### config.mk
export PLATFORM = sky130hd
export DESIGN_NAME = fp_add_arbiter
export DESIGN_NICKNAME = d
export VERILOG_FILES = /design/src/rtl/fp_add_arbiter.sv
export SDC_FILE = /design/constraint.sdc
export NUM_CORES = 1
export LEC_CHECK = 0
export ABC_CLOCK_PERIOD_IN_PS = 2100
export CORE_AREA = 2 2 104 106
export CTS_CLUSTER_SIZE = 12
export DETAILED_ROUTE_END_ITERATION = 10
export DIE_AREA = 0 0 106 108
export DONT_BUFFER_PORTS = 1
export GPL_TIMING_DRIVEN = 0
export PLACE_DENSITY = 0.65
export SETUP_SLACK_MARGIN = 0.5
export SYNTH_ARGS = -nofsm -noshare
export SYNTH_HDL_FRONTEND = slang
export SYNTH_SLANG_ARGS = --single-unit
### constraint.sdc
create_clock -name clk -period 2.1 [get_ports clk]
set_input_delay 0.42 -clock clk [delete_from_list [all_inputs] [get_ports clk]]
set_output_delay 0.42 -clock clk [all_outputs]
set_load 0.02 [all_outputs]
### src/rtl/fp_add_arbiter.sv
// Round-robin front end that lets two requesters share one external
// single-precision adder: operands are registered, the sum is held until consumed.
module fp_add_arbiter (
  input  logic        clk,
  input  logic        rst,
  input  logic        req0_valid,
  input  logic [31:0] req0_a,
  input  logic [31:0] req0_b,
  input  logic        req0_sub,
  output logic        req0_ready,
  input  logic        req1_valid,
  input  logic [31:0] req1_a,
  input  logic [31:0] req1_b,
  input  logic        req1_sub,
  output logic        req1_ready,
  output logic [31:0] adder_a,
  output logic [31:0] adder_b,
  input  logic [31:0] adder_s,
  input  logic        adder_overflow,
  input  logic        adder_underflow,
  output logic        rsp_valid,
  output logic        rsp_id,
  output logic [31:0] rsp_result,
  output logic        rsp_overflow,
  output logic        rsp_underflow,
  input  logic        rsp_ready,
  output logic        busy
);

  typedef enum logic [1:0] {
    IDLE = 2'd0,
    EXEC = 2'd1,
    RESP = 2'd2
  } state_t;

  state_t      state_r;
  state_t      state_next_s;
  logic        last_grant_r;
  logic        owner_r;
  logic [31:0] op_a_r;
  logic [31:0] op_b_r;
  logic        rsp_valid_r;
  logic        rsp_id_r;
  logic [31:0] rsp_result_r;
  logic        rsp_overflow_r;
  logic        rsp_underflow_r;

  logic        idle_s;
  logic        winner_s;
  logic        grant0_s;
  logic        grant1_s;
  logic        accept_s;
  logic [31:0] win_a_s;
  logic [31:0] win_b_s;
  logic        win_sub_s;

  // Subtraction is expressed as addition with b's sign bit flipped; nothing else is touched,
  // so zeros, NaNs and infinities pass through bit-exact.
  function automatic logic [31:0] effective_b(input logic [31:0] b, input logic sub);
    logic [31:0] r;
    if (sub) begin
      r = {~b[31], b[30:0]};
    end else begin
      r = b;
    end
    return r;
  endfunction

  assign idle_s = (state_r == IDLE) && !rst;

  // Winner selection: a lone requester wins, a tie goes to whoever was not granted last
  always_comb begin
    winner_s = 1'b0;
    if (req0_valid && req1_valid) begin
      winner_s = ~last_grant_r;
    end else if (req1_valid) begin
      winner_s = 1'b1;
    end else begin
      winner_s = 1'b0;
    end
  end

  assign grant0_s  = idle_s && req0_valid && !winner_s;
  assign grant1_s  = idle_s && req1_valid &&  winner_s;
  assign accept_s  = grant0_s || grant1_s;
  assign win_a_s   = winner_s ? req1_a   : req0_a;
  assign win_b_s   = winner_s ? req1_b   : req0_b;
  assign win_sub_s = winner_s ? req1_sub : req0_sub;

  // Next-state logic for the IDLE -> EXEC -> RESP sequence
  always_comb begin
    state_next_s = state_r;
    case (state_r)
      IDLE: begin
        if (accept_s) begin
          state_next_s = EXEC;
        end else begin
          state_next_s = IDLE;
        end
      end
      EXEC: begin
        state_next_s = RESP;
      end
      RESP: begin
        if (rsp_ready) begin
          state_next_s = IDLE;
        end else begin
          state_next_s = RESP;
        end
      end
      default: begin
        state_next_s = IDLE;
      end
    endcase
  end

  // State register
  always_ff @(posedge clk) begin
    if (rst) begin
      state_r <= IDLE;
    end else begin
      state_r <= state_next_s;
    end
  end

  // Operand capture and arbitration history, loaded only on acceptance
  always_ff @(posedge clk) begin
    if (rst) begin
      op_a_r       <= 32'd0;
      op_b_r       <= 32'd0;
      owner_r      <= 1'b0;
      last_grant_r <= 1'b1;
    end else if (accept_s) begin
      op_a_r       <= win_a_s;
      op_b_r       <= effective_b(win_b_s, win_sub_s);
      owner_r      <= winner_s;
      last_grant_r <= winner_s;
    end
  end

  // Response capture on the edge leaving EXEC; held until the consumer takes it
  always_ff @(posedge clk) begin
    if (rst) begin
      rsp_valid_r     <= 1'b0;
      rsp_id_r        <= 1'b0;
      rsp_result_r    <= 32'd0;
      rsp_overflow_r  <= 1'b0;
      rsp_underflow_r <= 1'b0;
    end else if (state_r == EXEC) begin
      rsp_valid_r     <= 1'b1;
      rsp_id_r        <= owner_r;
      rsp_result_r    <= adder_s;
      rsp_overflow_r  <= adder_overflow;
      rsp_underflow_r <= adder_underflow;
    end else if ((state_r == RESP) && rsp_ready) begin
      rsp_valid_r     <= 1'b0;
    end
  end

  assign req0_ready    = grant0_s;
  assign req1_ready    = grant1_s;
  assign adder_a       = op_a_r;
  assign adder_b       = op_b_r;
  assign rsp_valid     = rsp_valid_r;
  assign rsp_id        = rsp_id_r;
  assign rsp_result    = rsp_result_r;
  assign rsp_overflow  = rsp_overflow_r;
  assign rsp_underflow = rsp_underflow_r;
  assign busy          = (state_r != IDLE) && !rst;

endmodule

# Word level (Yosys, flattened, before mapping)
# Index checks and enable logic that the tools add are counted.
[totals]
register_bits = 104
latchBits = 0
ram_bits = 0
romBits = 0
elab_cells = 39
memories = 0
[classes]
n_addsub = 0
n_mul = 0
div_mod_pow = 0
order_cmp = 0
n_eq_ne = 2
shift = 0
n_mux = 11
bitwise_logic = 2
reduce_logical = 14
[op_table]
columns = ["cell", "count"]
rows = [
  ["$mux 32", 3],
  ["$logic_and 1x1->1", 8],
  ["$mux 1", 6],
  ["$pmux 2 s3", 1],
  ["$reduce_bool 2->1", 2],
  ["$eq 2x1->1 const B", 1],
  ["$eq 2x2->1 const B", 1],
  ["$logic_not 1->1", 2],
  ["$logic_not 2->1", 1],
  ["$mux 2", 1],
  ["$not 1->1", 2],
  ["$logic_or 1x1->1", 1],
]

# Logic depth before layout (Yosys ltp)
[depth]
depth_word = 7
mapped_depth = 6
depth_no_buf = 3

# Least setup slack after synthesis
# No wires, ideal clock.
[synth_path]
kind = "input to output"
startpoint = "in rst"
endpoint = "out req0_ready"
arrival_time_ns = 1.345
setup_slack_ns = 0.335
path_stages = 5
cell_sequence = "clkbuf_1 > nor3_2 > buf_2 > buf_2 > and3_1"
[synth_between]
elab_chain_len = 4
[synth_lines]
columns = ["item", "line", "rtl"]
rows = [
  ["start: declaration", "5", "input logic rst,"],
  ["$logic_not 1->1", "69", "assign idle_s = (state_r == IDLE) && !rst;"],
  ["$logic_and 1x1->1", "69", ""],
  ["$logic_and 1x1->1 (2 in a row)", "83", "assign grant0_s = idle_s && req0_valid && !winner_s;"],
  ["end: declaration", "10", "output logic req0_ready,"],
]
# Every way passes these cells.

# Worst setup path after layout
[layout_path]
startpoint = "reg state_r[0]"
endpoint = "out req0_ready"
[layout_between]
elab_chain_len = 4
[layout_lines]
columns = ["item", "line", "rtl"]
rows = [
  ["start: declaration", "36", "state_t state_r;"],
  ["start signal: assignment", "122", "state_r <= state_next_s;"],
  ["$logic_not 2->1", "69", ""],
  ["$logic_and 1x1->1", "69", ""],
  ["$logic_and 1x1->1 (2 in a row)", "83", ""],
]
# Every way passes these cells.

==> run summary <==
status - complete, no violations
initial antenna violation count - 0
hold-fix buffer count after cts - 0
Cell Area, Synth - 0.00464 mm2
via count - 4030
Chip Height - 108 um
drt wl/cell - 19.6 um
n_diodes - 0
predominant post-synthesis flop cell - dfxtp_1
die width - 106 um
die area - 0.0114 mm2
total CTS buffers - 9
vias per inst - 5.72
Rows - 37
worst hold slack - 0.189 ns
Synth Instances - 542
Syn Nets - 711
nets - 733
Synth Warn # - 0
Reg clk slew, reported paths - 0.09 ns
overall power - 4.41 mW
Pins Over Slew Limit - 0
first-pass iteration count of the detailed router - 4
Crit Path Max Fanout - 4
CP Launch Type - register
H-tree levels - 3
Post-Layout Cell Count - 704
Final setup violation count - 0
Inst Count DP - 678
Slew @ Worst Pin - 0.701 ns
sequential element share of the synthesized area - 44.9%
number of port buffers - 0
setup TNS - 0 ns
DRT iter0 DRCs - 203
crit path DAT - 1.37 ns
clock buffer depth - 2
worst skew pair latency - 0.36 ns
Fin. Hold Viols - 0
max-cap violations - 0
hold path cells - 2
Period Utilization, post-route - 85.2%
P&R area growth vs syn - 12.4%
Yosys cell types - 27
Synth Register Bits - 104
core area - 0.0102 mm2
global-route wire length before repair - 20.8 mm
Async SR Flop Fraction - 0%
share of layout cells above drive strength 1 - 22.0%
relative slew slack - 53.3%
drt drc - 0
Root Buffer - clkbuf_8
Peak VDD IR - 342 uV
critical setup path kind - register to primary output
post-synthesis area per instance - 8.55 um2
clock tree from TritonCTS - yes
global route total overflow - 0
LEAKAGE - 1.85 nW
RSZ-0062 raised after global routing - true
drt total wl - 13.8 mm
Final Cell Area - 0.00521 mm2
worst min-delay path category - input port to register
Top Ports - 272
vias in the first global route - 3992
Tmin final - 1.79 ns
r2r worst-path depth - 7
pin count of the biggest net entering global routing - 16
Placer Congestion - 0.728
Area contributors post-synth - dfxtp_1 (45%), a311oi_2 (16%), nand2_1 (16%)
pwr dens - 847 mW/mm2
worst setup margin - 0.311 ns
Initial Util - 45.3%
Setup Skew - 0.00982 ns
share of the synthesized area in the top cell type - 44.9%
Finished Core Util - 50.9%
placed inst area - 0.00484 mm2
Worst EP required - 1.68 ns
CTS Sinks - 104
HPWL Detailed - 10.4 mm
All-Layer GR Usage - 23.3%
fmax - 559 MHz
antenna-violating nets left - 0
area leader, netlist - dfxtp_1
Worst setup EP type - primary output
Post-synth EDFFs - 0
pre-CTS setup slack - 0.305 ns
fillers - 1010
[registers in the layout, summed over array words and instances, names as in the netlist]
name,flops
state_r,2
last_grant_r,1
owner_r,1
rsp_underflow,1
adder_b,32
rsp_valid,1
rsp_result,32
rsp_overflow,1
adder_a,32
rsp_id,1
[path summary, 6_finish.rpt]
check                                              endpoint  slack, ns                  start
worst max register to register     adder_b[28]$_SDFFE_PP0N_       0.57  state_r[0]$_SDFF_PP0_
worst min register to register          rsp_id$_SDFFE_PP0P_       0.47   owner_r$_SDFFE_PP0N_
worst max-delay path                             req0_ready       0.31  state_r[0]$_SDFF_PP0_
worst min-delay path            rsp_result[25]$_SDFFE_PP0P_       0.19            adder_s[25]
[cell usage after synthesis (2+ instances only)]
| master | instances |
|---|---|
| xor2_1 | 2 |
| buf_6 | 6 |
| nor2b_1 | 2 |
| buf_4 | 2 |
| nor2_1 | 4 |
| nand2_1 | 196 |
| nand2b_1 | 2 |
| buf_2 | 12 |
| a21oi_1 | 99 |
| a311oi_2 | 50 |
| a311oi_1 | 13 |
| mux2i_1 | 2 |
| clkbuf_1 | 27 |
| or3b_2 | 2 |
| buf_1 | 8 |
| dfxtp_1 | 104 |
[layout by cell type (no fill, tap or decap), drive strengths merged, types with 2 or more instances in the layout]
cell type and instances:
and2 2, nor2b 2, clkinvlp 2, or3b 2, dfxtp 104, nand2b 2
buf 40, mux2i 2, nor2 4, nand2 196, a311oi 63, xor2 2
clkbuf 38, a21oi 99
[logic make-up (layout without fill, tap and decap cells)]
kind of cell	after synthesis	in the layout	share of synthesized area [%]
xor gates and xnor gates	2	2	0.378
DFF	104	104	44.9
buffers and inverters	55	81	5.91
AOI/OAI and AO/OA	167	167	30.3
muxes	2	2	0.432
and+or+nand+nor	212	212	18.1
[worst max-delay path, stage by stage (launching register included)]
cell and delay (ns):
dfxtp_4 0.36, nor3_4 0.21, buf_6 0.13, buf_6 0.10
and3_4 0.21
[where the power goes]
part / internal [mW] / switching, mW
Sequential: 2.15 / 0.338
Combinational: 0.357 / 0.495
Clock: 0.425 / 0.651
Total: 2.93 / 1.48
[layer usage]
layer	share of wire, %	wire length, um	GRT usage [%]	up-vias
met5	0	0	0	-
met3	10	1400	7.90	11
met2	51	7000	42.4	207
met1	38	5240	26.1	1879
li1	-	-	-	1933
met4	1.4	191	6.20	0
[layout make-up]
class	count	area [um2]	share of cell area, %
clock inverters	3	20.0	0.384
clock buffers	12	135	2.59
flip-flops and latches	104	2090	40.1
multi-input cells	383	2310	44.4
plain buffers	55	394	7.56
well taps	136	170	3.27
repair buffers	11	86.3	1.66
[repair_timing]
action,4_1_cts,5_1_grt
setup endpoints to repair,13,63
setup buffers,7,4
gates resized for setup,23,41
pin swaps,3,7
(Power assumes the default switching activity.)
